$ cat config.mk
export PLATFORM = sky130hd
export DESIGN_NAME = lab2_proc_mem_arb
export DESIGN_NICKNAME = d
export VERILOG_FILES = /design/src/rtl/lab2_proc_mem_arb.sv
export SDC_FILE = /design/constraint.sdc
export NUM_CORES = 1
export LEC_CHECK = 0
export CAP_MARGIN = 20
export CELL_PAD_IN_SITES_DETAIL_PLACEMENT = 1
export CELL_PAD_IN_SITES_GLOBAL_PLACEMENT = 1
export CORE_AREA = 4 4 149 151
export DETAILED_ROUTE_END_ITERATION = 12
export DIE_AREA = 0 0 153 155
export MAX_ROUTING_LAYER = met4
export PLACE_DENSITY_LB_ADDON = 0.05
export SYNTH_ARGS = -nofsm -noshare
export SYNTH_HDL_FRONTEND = slang
export SYNTH_SLANG_ARGS = --single-unit
$ cat constraint.sdc
create_clock -name clk -period 2.6 [get_ports clk]
set_input_delay 0.39 -clock clk [delete_from_list [all_inputs] [get_ports clk]]
set_output_delay 0.39 -clock clk [all_outputs]
set_load 0.01 [all_outputs]
$ cat src/rtl/lab2_proc_mem_arb.sv
// Two-to-one memory request arbiter that shares one memory port and steers responses back by opaque[7].
// Define LAB2_PROC_MEM_ARB_FIXED_PRIO_EN for fixed dmem-over-imem priority instead of round-robin.

package lab2_proc_mem_arb_pkg;

    typedef struct packed {
        logic [2:0]  msg_type;
        logic [7:0]  opaque;
        logic [31:0] addr;
        logic [1:0]  len;
        logic [31:0] data;
    } mem_req_4B_t;

    typedef struct packed {
        logic [2:0]  msg_type;
        logic [7:0]  opaque;
        logic [1:0]  test;
        logic [1:0]  len;
        logic [31:0] data;
    } mem_resp_4B_t;

endpackage

module lab2_proc_mem_arb
    import lab2_proc_mem_arb_pkg::*;
#(
    parameter int p_max_inflight = 2
) (
    input  logic         clk,
    input  logic         reset,

    input  mem_req_4B_t  imemreq_msg,
    input  logic         imemreq_val,
    output logic         imemreq_rdy,

    input  mem_req_4B_t  dmemreq_msg,
    input  logic         dmemreq_val,
    output logic         dmemreq_rdy,

    output mem_req_4B_t  memreq_msg,
    output logic         memreq_val,
    input  logic         memreq_rdy,

    input  mem_resp_4B_t memresp_msg,
    input  logic         memresp_val,
    output logic         memresp_rdy,

    output mem_resp_4B_t imemresp_msg,
    output logic         imemresp_val,
    input  logic         imemresp_rdy,

    output mem_resp_4B_t dmemresp_msg,
    output logic         dmemresp_val,
    input  logic         dmemresp_rdy
);

    localparam logic [2:0] MAX_INFLIGHT = 3'(p_max_inflight);

    logic [2:0] imem_cnt;
    logic [2:0] dmem_cnt;
    logic       lock;
    logic       lock_port;
    logic       imem_full;
    logic       dmem_full;
    logic       imem_elig;
    logic       dmem_elig;
    logic       grant;
    logic       req_fire;
    logic       resp_fire;
    logic       resp_port;
    logic       imem_inc;
    logic       imem_dec;
    logic       dmem_inc;
    logic       dmem_dec;

    function automatic logic [2:0] next_cnt(input logic [2:0] cnt, input logic inc,
                                            input logic dec);
        if (inc && !dec)
            return cnt + 3'd1;
        if (dec && !inc && cnt != 3'd0)
            return cnt - 3'd1;
        return cnt;
    endfunction

    assign imem_full = (imem_cnt >= MAX_INFLIGHT);
    assign dmem_full = (dmem_cnt >= MAX_INFLIGHT);
    assign imem_elig = imemreq_val && !imem_full;
    assign dmem_elig = dmemreq_val && !dmem_full;

`ifdef LAB2_PROC_MEM_ARB_FIXED_PRIO_EN
    always_comb begin
        if (lock)
            grant = lock_port;
        else
            grant = dmem_elig;
    end
`else
    logic last_grant;

    // A tie goes to the port that did not win last; otherwise the lone eligible port wins.
    always_comb begin
        if (lock)
            grant = lock_port;
        else if (imem_elig && dmem_elig)
            grant = ~last_grant;
        else
            grant = dmem_elig;
    end

    always_ff @(posedge clk) begin
        if (reset)
            last_grant <= 1'b1;
        else if (req_fire)
            last_grant <= grant;
    end
`endif

    assign memreq_val  = !reset && (grant ? dmem_elig : imem_elig);
    assign imemreq_rdy = !reset && !grant && memreq_rdy && !imem_full;
    assign dmemreq_rdy = !reset &&  grant && memreq_rdy && !dmem_full;
    assign req_fire    = memreq_val && memreq_rdy;

    always_comb begin
        memreq_msg           = grant ? dmemreq_msg : imemreq_msg;
        memreq_msg.opaque[7] = grant;
    end

    assign resp_port    = memresp_msg.opaque[7];
    assign imemresp_val = !reset && memresp_val && !resp_port;
    assign dmemresp_val = !reset && memresp_val &&  resp_port;
    assign memresp_rdy  = !reset && (resp_port ? dmemresp_rdy : imemresp_rdy);
    assign resp_fire    = memresp_val && memresp_rdy;

    always_comb begin
        imemresp_msg           = memresp_msg;
        imemresp_msg.opaque[7] = 1'b0;
    end

    assign dmemresp_msg = imemresp_msg;

    assign imem_inc = req_fire  && !grant;
    assign dmem_inc = req_fire  &&  grant;
    assign imem_dec = resp_fire && !resp_port;
    assign dmem_dec = resp_fire &&  resp_port;

    // Lock holds the grant while a presented request is stalled so its message stays stable.
    always_ff @(posedge clk) begin
        if (reset) begin
            imem_cnt  <= 3'd0;
            dmem_cnt  <= 3'd0;
            lock      <= 1'b0;
            lock_port <= 1'b0;
        end else begin
            lock     <= memreq_val && !memreq_rdy;
            if (memreq_val && !memreq_rdy)
                lock_port <= grant;
            imem_cnt <= next_cnt(imem_cnt, imem_inc, imem_dec);
            dmem_cnt <= next_cnt(dmem_cnt, dmem_inc, dmem_dec);
        end
    end

`ifndef SYNTHESIS
    logic [2:0] quiet_cnt;

    // Responses to requests issued before a reset may still trickle in for a few cycles.
    always_ff @(posedge clk) begin
        if (reset)
            quiet_cnt <= 3'd4;
        else if (quiet_cnt != 3'd0)
            quiet_cnt <= quiet_cnt - 3'd1;
    end

    always_ff @(posedge clk) begin
        if (!reset && quiet_cnt == 3'd0) begin
            if (imem_dec && !imem_inc && imem_cnt == 3'd0)
                $error("lab2_proc_mem_arb: imem response with no request in flight");
            if (dmem_dec && !dmem_inc && dmem_cnt == 3'd0)
                $error("lab2_proc_mem_arb: dmem response with no request in flight");
        end
    end
`endif

endmodule

==> flow_summary_export.csv, run 1 <==
group,metric,value,unit
global_route,antenna_found_initial,4,
sta,slew_headroom,0.6542,
sta,max_freq,0.3919,GHz
layout,nets,683,
power_and_ir_drop,power_density,310.0,mW/mm^2
power_and_ir_drop,p_seq_frac,0.101,
worst_setup_path,cp-start-kind,"flip-flop",
die,num_rows,53,
route,first_pass_iters,4,
route,ant_nets,0,
sta,worstMarginPinSlew,0.5147,ns
clocking,clkLatencyLatePin,0.24,ns
clocking,cts-root-buf,"clkbuf_16",
sta,setup_tns,0,ns
die,start_util,0.1139,
power_and_ir_drop,leakagePower,0.002041,uW
route,vias,2635,
sta,fin_skew,0.0003751,ns
logic_synthesis,synth-adder-area-share,0.03692,
logic_synthesis,avgSynthCellArea,8.819,sq um
job,cap_viol_max_count,0,
power_and_ir_drop,p_switching,492.6,uW
layout,multi_input_area,0.001546,sq mm
global_route,use_met2,0.2263,
global_route,grt_pass1_wl,20.78,mm
global_route,grt_pass1_vias,3189,
placement,place.gp.congestion,0.7725,
global_route,grt-ovfl-total,0,
clocking,clk_path_buf_depth,2,
sta,setup_viol,0,
logic_synthesis,ys_ff_latch,9,
min_path,hold_class,"flip-flop to flip-flop",
layout,final_core_util,0.2378,
sta,hold_slack,0.5648,ns
worst_setup_path,path_max_fanout,8,
logic_synthesis,synth_area,0.002372,sq mm
worst_setup_path,criticalPathCategory,"flip-flop to output pin",
logic_synthesis,synth_top_family_by_area,"multiplexers",
logic_synthesis,synthXorXnorAreaFrac,0.003692,
die,core_area,0.02082,sq mm
logic_synthesis,seq_area_frac_synth,0.07595,
logic_synthesis,ys.flop_type,"dfxtp_1",
die,pin_count,386,
layout,seq_area,181.4,sq um
logic_synthesis,yosys.area_share.simple,0.1234,
clocking,cts_num_sinks,9,
route,drc,0,
placement,dp_hpwl,13.46,mm
clocking,tritoncts,"built",
sta,post-route-period-util,0.9814,
global_route,use_met3,0.06370,
worst_setup_path,worstPathArrival,2.16,ns
route,drtIter0Drc,56,
power_and_ir_drop,power.internal,1042,uW
power_and_ir_drop,peakVddDrop,178.9,uV
power_and_ir_drop,clkPwrFrac,0.189,
logic_synthesis,yosysUniqueCellTypes,41,
route,wirelength,15.10,mm
power_and_ir_drop,netSwitchingFraction,0.3210,
global_route,grt_max_degree,13,
clocking,clk_pin_slew,0.05,ns
logic_synthesis,synth_compound_area_frac,0.05274,
logic_synthesis,synth_edf_count,0,
worst_setup_path,cp.required,2.21,ns
logic_synthesis,yosysWarnings,0,
power_and_ir_drop,power_frac_comb,0.710,
route,vias_per_cell,3.537,
global_route,met1_usage,0.1194,
power_and_ir_drop,power,1535,uW
placement,io_buffer_count,243,
clocking,htreeDepth,1,
layout,syn_to_final_growth,108.7,%
worst_setup_path,crit_path_end_kind,"output pin",
clocking,cts_buffers,3,
logic_synthesis,synth_async_sr_flop_share,0,
sta,slew_viol_final,0,
global_route,track_usage,0.1219,
status,outcome,"finished clean",
die,die_x,153,um
layout,drive_above_1_share,0.4614,
sta,hold_viol,0,
die,die_h,155,um
die,die_area,0.02372,sq mm
sta,rsz0062_at_grt,"yes",
global_route,grt.busiest_layer,"met2",
logic_synthesis,syn_inst,269,
route,wl_per_cell,20.27,um
layout,fill_cells,2454,
logic_synthesis,synth.area.mux_share,0.3734,
sta,period_needed,2.552,ns
layout by cell type (no fill, tap or decap), types with 7 or more instances in the layout:
master,count
inv_1,7
clkdlybuf4s50_1,162
buf_2,39
mux2_2,59
buf_6,36
nor2_1,8
dfxtp_1,8
mux2_4,17
nor3_1,8
clkbuf_2,7
buf_4,30
timing repair:
item                                    4_1_cts  5_1_grt
pin swaps                                     5        3
hold buffers                                  0        0
gates resized for setup                     318       43
endpoints found under the setup margin       80       79
buffers inserted                             26        1
gates cloned                                  1        0
metal layers:
layer  routed length [um]  share of wire  vias to the layer above
li1                     -              -                     1240
met1                 5356           0.35                     1228
met2                 7999           0.53                      161
met3                 1724           0.11                        6
met4                   23         0.0015                        0
met5                    0              0                        -
worst max-delay path, cell delays in order (launching register included):
cell and delay [ns]:
dfxtp_2 0.34, inv_2 0.05, ha_4 0.16, nor4b_4 0.19, buf_4 0.17, a21o_4 0.21, buf_12 0.16, buf_12 0.12
buf_6 0.09, mux2_4 0.29, buf_6 0.13
kinds of logic after synthesis:
family	after synthesis
XOR/XNOR	1
adder cells (fa/ha/maj)	7
multiplexers	79
other	1
flip-flops	9
AND/OR/NAND/NOR	44
buffers and inverters	113
AO/OA/AOI/OAI	15
power groups by stage:
stage | Sequential, uW | Clock [uW] | Combinational (uW)
after global placement | 155 | 0 | 1040
after floorplan | 156 | 0 | 510
final | 155 | 290 | 1090
after CTS | 155 | 297 | 1080
after global routing | 156 | 301 | 1170
after detailed placement | 155 | 0 | 1040
final cells by class:
cell class | instances | area share
inverter | 8 | 0.006065
multi-input combinational | 149 | 0.3124
tap | 275 | 0.06950
antenna | 4 | 0.002022
sequential | 9 | 0.03664
timing repair buffer | 296 | 0.5575
clock buffer | 4 | 0.01592
synth_stat cells, types with 3 or more instances:
library cell   n  area, sq um
buf_4         95        713.2
mux2_2        76        855.8
clkbuf_1       9        33.78
dfxtp_1        9        180.2
nor2_1         9        33.78
inv_1          8        30.03
nor3_1         8        40.04
ha_1           7        87.58
nand2_1        4        15.01
nor3b_1        4        30.03
mux2i_1        3        30.03
o21ai_0        3        15.01
stage by stage:
stage,worst slack (ns),instances,cell area [sq um]
floorplan,0.1333,270,2376
CTS,-0.04038,740,4860
detailed placement,-0.4774,709,4644
finish,0.04829,745,4951
global placement,-0.5350,709,4644
global route,-0.05856,745,4951
state kept, by name, indices dropped and copies added, names as in the netlist:
signal and count:
dmem_cnt 3, imem_cnt 3, last_grant 1, lock 1, lock_port 1
final timing paths:
kind,from,end,slack [ns],depth (start not counted)
max reg2reg,dmem_cnt[1],dmem_cnt[1],0.19,7
min,dmem_cnt[2],dmem_cnt[2],0.56,2
max,dmem_cnt[0],memreq_msg[76],0.05,10
min reg2reg,dmem_cnt[2],dmem_cnt[2],0.56,2
(Power assumes the default switching activity.)
==> run 2: changes to the inputs <==
--- a/config.mk
+++ b/config.mk
@@ -11,7 +11,7 @@
 export CORE_AREA = 4 4 149 151
 export DETAILED_ROUTE_END_ITERATION = 12
 export DIE_AREA = 0 0 153 155
-export MAX_ROUTING_LAYER = met4
+export HOLD_SLACK_MARGIN = 0.06
 export PLACE_DENSITY_LB_ADDON = 0.05
 export SYNTH_ARGS = -nofsm -noshare
 export SYNTH_HDL_FRONTEND = slang
==> run 2 against run 1 <==
  * Setup slack better by 0.0029 ns
  * Sequential share of layout area hardly changed
  * Non-clock buffer count stayed put
  * Wire length is 0.26% higher
  * Die area stayed put
  * Global-route usage is 0.35 points lower
  * Sequential power hardly changed
  * Largest cell class unchanged
  * Critical path depth stayed put
  * Worst hold slack hardly changed
==> flow_summary_export.csv, run 2 (synthesis gave the netlist of run 1 again) <==
group,metric,value,unit
status,outcome,"finished clean",
global_route,grt_pass1_vias,3165,
clocking,tritoncts,"built",
sta,setup_tns,0,ns
worst_setup_path,slowest_stage,"dfxtp_2",
die,start_util,0.1139,
route,first_pass_iters,4,
global_route,antenna_found_initial,4,
placement,dp_hpwl,13.46,mm
die,die_x,153,um
sta,hold_slack,0.5648,ns
worst_setup_path,r2r_start,"dmem_cnt[1]",
clocking,clkLatencyLatePin,0.24,ns
worst_setup_path,path_max_fanout,8,
die,num_rows,53,
worst_setup_path,ff2ff_path_depth,7,
sta,fin_skew,0.0009393,ns
worst_setup_path,crit_path_end_kind,"output pin",
route,drc,0,
layout,layout_commonest_cell,"clkdlybuf4s50_1",
layout,largestRegisters,"dmem_cnt (3), imem_cnt (3)",
global_route,grt-ovfl-total,0,
sta,slew_headroom,0.6542,
die,pin_count,386,
worst_setup_path,cp.required,2.21,ns
die,die_h,155,um
power_and_ir_drop,power,1536,uW
worst_setup_path,cpPeakStageDelay,0.34,ns
layout,drive_above_1_share,0.4592,
power_and_ir_drop,power_density,310.6,mW/mm^2
clocking,cts_buffers,3,
clocking,ctsHoldBuffers,0,
worst_setup_path,cp-start-kind,"flip-flop",
die,core_area,0.02082,sq mm
sta,rsz0062_at_grt,"yes",
sta,max_freq,0.3923,GHz
job,cap_viol_max_count,0,
route,ant_nets,0,
global_route,track_usage,0.1184,
min_path,whs_path_depth,2,
placement,dpl_cell_area,0.004644,sq mm
clocking,clk_pin_slew,0.05,ns
min_path,hold_class,"flip-flop to flip-flop",
route,vias_per_cell,3.587,
route,vias,2658,
worst_setup_path,r2r-end,"dmem_cnt[1]",
layout,antenna_cells,0,
clocking,cts_num_sinks,9,
sta,slew_viol_final,0,
clocking,clk_path_buf_depth,2,
sta,hold_viol,0,
layout,design_area,0.004946,sq mm
route,wirelength,15.14,mm
placement,io_buffer_count,243,
worst_setup_path,cp_cell_sequence,"inv_2 > ha_4 > nor4b_4 > buf_4 > a21o_4 > buf_12 > buf_12 > buf_6 > mux2_4 > buf_6",
die,die_area,0.02372,sq mm
min_path,worst_hold_path.endpoint,"dmem_cnt[2]",
worst_setup_path,reg2reg_slack,0.19,ns
clocking,cts-root-buf,"clkbuf_16",
worst_setup_path,critPathTopFamily,"buffers and inverters",
power_and_ir_drop,peakVddDrop,178.0,uV
worst_setup_path,criticalPathCategory,"flip-flop to output pin",
sta,setup_viol,0,
sta,period_needed,2.549,ns
clocking,htreeDepth,1,
layout,mostFrequentLayoutCells,"162 x clkdlybuf4s50_1, 59 x mux2_2, 39 x buf_2, 36 x buf_6, 30 x buf_4",
layout,nets,683,
worst_setup_path,worstPathArrival,2.16,ns
layout,syn_to_final_growth,108.5,%
min_path,hold_start,"dmem_cnt[2]",
route,wl_per_cell,20.43,um
global_route,grt_max_degree,13,
sta,worstMarginPinSlew,0.5147,ns
placement,place.gp.congestion,0.7624,
route,drtIter0Drc,54,
power_and_ir_drop,leakagePower,0.002041,uW
global_route,grt_pass1_wl,20.85,mm
worst_setup_path,critPathBufInv,6,
sta,post-route-period-util,0.9803,
==> run 2: worst max path at each step <==
stage	to	slack, ns	start	cells after the start
3_5_place_dp	imemreq_rdy	-0.48	imemreq_val	7
2_1_floorplan	memreq_msg[0]	0.13	dmem_cnt[0]	7
3_3_place_gp	imemreq_rdy	-0.54	imemreq_val	7
5_1_grt	memreq_msg[42]	-0.06	dmem_cnt[0]	10
4_1_cts	memreq_msg[42]	-0.04	dmem_cnt[0]	10
6_report	memreq_msg[76]	0.05	dmem_cnt[0]	10
==> run 2: power breakdown <==
| group | internal [uW] | switching [uW] |
|---|---|---|
| clock network | 207 | 82.4 |
| logic | 690 | 402 |
| registers | 146 | 8.59 |
| total | 1040 | 493 |
==> run 2: repair_timing <==
item / 4_1_cts / 5_1_grt
pin swaps: 5 / 2
setup buffers: 26 / 1
endpoints found under the setup margin: 80 / 79
gates cloned: 1 / 0
gates resized for setup: 318 / 42
==> run 2: metrics by stage <==
stage	utilization	cells	worst slack [ns]
2_1_floorplan	-	270	0.1333
3_3_place_gp	0.2231	709	-0.5350
3_5_place_dp	0.2231	709	-0.4774
4_1_cts	0.2334	740	-0.04038
5_1_grt	0.2375	741	-0.05866
6_report	0.2375	741	0.05115
==> run 2: cell type report <==
class | instances | area (sq um)
Tap cell | 275 | 344.1
Inverter | 8 | 30.03
Multi-Input combinational cell | 149 | 1546
Sequential cell | 9 | 181.4
Timing Repair Buffer | 296 | 2765
Clock buffer | 4 | 78.83
Fill cell | 2453 | 15880
==> run 2: routing by layer <==
layer | track usage | part of all wire
met5 | 0 | 0.0032
met4 | 0.01146 | 0.0072
met1 | 0.1152 | 0.34
met2 | 0.2240 | 0.52
met3 | 0.07038 | 0.12
==> run 2: tightest hold or removal path, cell delays in order (launching register included) <==
cell	delay, ns
dfxtp_1	0.37
nand2_1	0.08
a31oi_1	0.06
==> run 3: changes to the inputs <==
--- a/config.mk
+++ b/config.mk
@@ -6,7 +6,7 @@
 export NUM_CORES = 1
 export LEC_CHECK = 0
 export CAP_MARGIN = 20
-export CELL_PAD_IN_SITES_DETAIL_PLACEMENT = 1
+export CELL_PAD_IN_SITES_DETAIL_PLACEMENT = 0
 export CELL_PAD_IN_SITES_GLOBAL_PLACEMENT = 1
 export CORE_AREA = 4 4 149 151
 export DETAILED_ROUTE_END_ITERATION = 12
==> run 3 against run 2 <==
  * The flow now finishes with violations (setup timing)
  * Die area unchanged
  * Fmax fell by 2.1%
  * Global-route usage fell by 0.29 points
  * Combinational power rose by 4%
  * Clock skew rose by 0.0034 ns
  * Via count down 1.7%
  * Cell count down 0.13%
  * Final area increased by 1.3%
  * Sequential share of layout area hardly changed
  * First-iteration DRC count up 1.9%
  * Critical path type unchanged
  * Highest routed layer unchanged
==> flow_summary_export.csv, run 3 (synthesis gave the netlist of run 1 again) <==
group,metric,value,unit
worst_setup_path,worstPathArrival,2.21,ns
placement,io_buffer_count,243,
global_route,grt-ovfl-total,0,
worst_setup_path,crit_path_end_kind,"output pin",
die,die_x,153,um
worst_setup_path,criticalPathCategory,"flip-flop to output pin",
sta,slew_viol_final,0,
layout,final_core_util,0.2407,
sta,hold_viol,0,
route,wirelength,14.70,mm
clocking,htreeDepth,1,
route,ant_nets,0,
route,drc,0,
placement,place.gp.congestion,0.7624,
sta,max_freq,0.3843,GHz
power_and_ir_drop,leakagePower,0.002085,uW
layout,largestRegisters,"dmem_cnt (3), imem_cnt (3)",
route,wl_met2,7.870,mm
worst_setup_path,cp.required,2.21,ns
route,vias,2613,
global_route,grt_pass1_vias,2966,
global_route,antenna_found_initial,3,
global_route,track_usage,0.1155,
die,core_area,0.02082,sq mm
sta,rsz0062_at_grt,"yes",
power_and_ir_drop,power_density,312.3,mW/mm^2
route,wl_met3,1.762,mm
die,num_rows,53,
worst_setup_path,path_max_fanout,6,
sta,fin_skew,0.004303,ns
global_route,grt_pass1_wl,20.24,mm
route,first_pass_iters,4,
layout,drive_above_1_share,0.4753,
min_path,hold_class,"flip-flop to flip-flop",
route,wl_per_cell,19.87,um
clocking,cts-root-buf,"clkbuf_16",
route,vias_per_cell,3.531,
layout,seq_area,181.4,sq um
placement,dp_hpwl,12.82,mm
layout,fill_cells,2295,
route,drtIter0Drc,55,
worst_setup_path,cp-start-kind,"flip-flop",
layout,mostFrequentLayoutCells,"161 x clkdlybuf4s50_1, 53 x mux2_2, 37 x buf_4, 35 x buf_2, 32 x buf_6",
clocking,tritoncts,"built",
layout,nets,682,
clocking,ctsHoldBuffers,0,
sta,setup_viol,1,
clocking,clk_path_buf_depth,2,
status,outcome,"finished, violations left",
power_and_ir_drop,peakVddDrop,134.8,uV
sta,post-route-period-util,1.001,
clocking,clk_pin_slew,0.04,ns
clocking,cts_buffers,3,
layout,syn_to_final_growth,111.2,%
die,die_area,0.02372,sq mm
clocking,cts_num_sinks,9,
die,start_util,0.1139,
layout,antenna_cells,0,
clocking,clkLatencyLatePin,0.24,ns
power_and_ir_drop,power,1565,uW
job,cap_viol_max_count,0,
die,die_h,155,um
sta,period_needed,2.602,ns
die,pin_count,386,
layout,layout_commonest_cell,"clkdlybuf4s50_1",
sta,fin_ws,-0.002449,ns
route,drt-met1-wl,4.995,mm
layout,multi_input_area,0.001562,sq mm
global_route,grt_max_degree,13,
status,violations,"setup timing",
route,top_layer_used,"met5",
-- run 3: changes by cell type in the layout (fill, tap and decap cells not counted), moves of 3 or more --
cell / delta
mux2_4: +6
buf_4: +7
clkdlybuf4s15_1: -6
buf_12: +5
buf_2: -4
buf_6: -4
clkbuf_2: +3
mux2_2: -6
-- run 3: timing repair --
item / 4_1_cts / 5_1_grt
hold endpoints to repair: 0 / 0
pin swaps: 6 / 2
resized for setup: 320 / 66
buffers inserted: 20 / 4
endpoints found under the setup margin: 80 / 78
cloned: 4 / 1
-- run 3: path summary, 6_finish.rpt --
check	depth (start not counted)	slack, ns	start	endpoint
worst max-delay path	11	-0.002	dmem_cnt[1]	memreq_msg[61]
worst min-delay path	2	0.56	dmem_cnt[2]	dmem_cnt[2]
worst max register to register	7	0.23	dmem_cnt[1]	dmem_cnt[1]
worst min register to register	2	0.56	dmem_cnt[2]	dmem_cnt[2]
-- run 3: layout make-up --
| class | instances | share of cell area |
|---|---|---|
| clock buffers | 4 | 0.01573 |
| inverters | 8 | 0.005993 |
| multi-input cells | 149 | 0.3116 |
| flip-flops and latches | 9 | 0.03620 |
| well taps | 275 | 0.06866 |
| repair buffers | 295 | 0.5618 |
-- run 3: worst max-delay path: stages, from the launching register on --
cell	delay [ns]
dfxtp_1	0.38
ha_4	0.17
nor4b_4	0.04
buf_4	0.15
a21o_4	0.22
buf_12	0.13
buf_12	0.12
buf_16	0.13
buf_6	0.11
buf_6	0.10
mux2_4	0.29
buf_6	0.12
-- run 3: power breakdown --
part | total, uW | internal [uW] | switching (uW)
logic | 1130 | 722 | 406
clock network | 282 | 206 | 76.3
registers | 155 | 146 | 8.51
total | 1570 | 1070 | 490
-- run 3: routing by layer --
layer / up-vias / global-route usage
li1: 1232 / -
met1: 1208 / 0.1146
met2: 155 / 0.2183
met3: 12 / 0.06565
met4: 6 / 0.01061
met5: - / 0
-- run 3: stage by stage --
stage | hold WS, ns | TNS (ns) | cell area, sq um | setup slack, ns | instances
global placement | 0.5402 | -30.67 | 4644 | -0.5350 | 709
global route | 0.5768 | -0.4845 | 5011 | -0.1085 | 740
detailed placement | 0.5479 | -29.85 | 4644 | -0.5213 | 709
CTS | 0.5647 | -0.1507 | 4865 | -0.08041 | 737
finish | 0.5566 | -0.002449 | 5011 | -0.002449 | 740
floorplan | 0.4693 | 0 | 2376 | 0.1333 | 270
==> patch, RTL diff (config.mk and constraints of run 3) <==
The option `LAB2_PROC_MEM_ARB_FIXED_PRIO_EN` is turned on by a define.
--- a/src/rtl/lab2_proc_mem_arb.sv
+++ b/src/rtl/lab2_proc_mem_arb.sv
@@ -1,5 +1,7 @@
 // Two-to-one memory request arbiter that shares one memory port and steers responses back by opaque[7].
 // Define LAB2_PROC_MEM_ARB_FIXED_PRIO_EN for fixed dmem-over-imem priority instead of round-robin.
+
+`define LAB2_PROC_MEM_ARB_FIXED_PRIO_EN
 
 package lab2_proc_mem_arb_pkg;
 
Formal check against the unedited RTL: not equivalent (a bounded check fails within 4 cycles, from zero or initial values and one cycle with reset high).
==> patch against run 3 <==
Synthesized area shrank 1.6%; sequential cell count decreased by 1; worst setup slack improved by 0.062 ns; die area stayed put; wire length decreased by 9.4%; critical path type unchanged; largest cell class unchanged; critical path depth decreased by 3; final area decreased by 6.0%.
Power is not compared: it rests on default switching activity, and its combinational part moved more than twofold at a synthesized area within 25%.
==> patch: results (changes against run 3) <==
Post-Place Cells=836 (+18%); final layout net count=796 (+17%); Total GRT Usage=9.902% (-1.7 points); register area share after synthesis=6.863% (-0.73 points); cell family with most CP delay=simple AND/OR/NAND/NOR gates; Arr. time, crit path=2.15 ns (-0.06 ns); first-pass GRT wire length=18.19 mm (-10%); Area after DPL=4437 um^2 (-4.5%); CTS-repair resized insts=319 (-0.31%); initial antenna violation count=0 (-3); number of global-route vias before repair=3008 (+1.4%); Place WS=-0.5062 ns (+0.01508 ns); largest net degree at the start of global routing=53 (+40); multiplexer share of the synthesized area=2.359% (-35 points); main area contributors after synthesis=nand2_1, buf_4, dfxtp_1; Overall Power=3285 uW; Adder-Cell Fraction of Synth Area=3.753% (+0.061 points); Post-synth top cells=nand2_1, buf_4, clkbuf_1, dfxtp_1, ha_1; Final Wtd Congestion=0.7441 (-2.4%); Vias=3084 (+18%); worst-case clock skew=0.004384 ns (+0.00008096 ns); post-CTS setup buffer count=5 (-75%); initial DRC count=118 (+110%); share of cells above drive strength 1=27.85% (-20 points); Compound-Gate Fraction of Synth Area=4.343% (-0.93 points); Critical Path Fanout Max=4 (-2); status=complete, no violations; via/cell ratio=3.615 (+2.4%)
-- patch: cell count changes in the layout (fill, tap and decap cells not counted), sizes merged, moves of 4 or more --
cell / delta
nand2: +226
nor2: -4
nor3: -4
clkbuf: -6
buf: -17
dlygate4sd2: -4
mux2: -75
-- patch: final timing paths --
check,slack (ns),endpoint,from,cells after the start
max reg2reg,0.51,imem_cnt[0],dmem_cnt[0],7
min reg2reg,0.49,lock_port,lock_port,2
min,0.49,lock_port,lock_port,2
max,0.06,memreq_val,dmem_cnt[0],8
-- patch: area by class of cell --
cell class	instances	area (um^2)
repair buffers	272	2621
clock buffers	3	75.07
flip-flops and latches	8	161.4
fillers	2349	16110
inverters	6	35.03
well taps	275	344.1
multi-input cells	289	1475
-- patch: routing by layer --
metal | wire length [um] | global-route usage, % | vias up
met5 | 0 | 0 | -
met3 | 1563 | 4.784 | 8
met1 | 4596 | 10.05 | 1319
met4 | 114 | 1.400 | 0
met2 | 7050 | 18.82 | 238
li1 | - | - | 1519
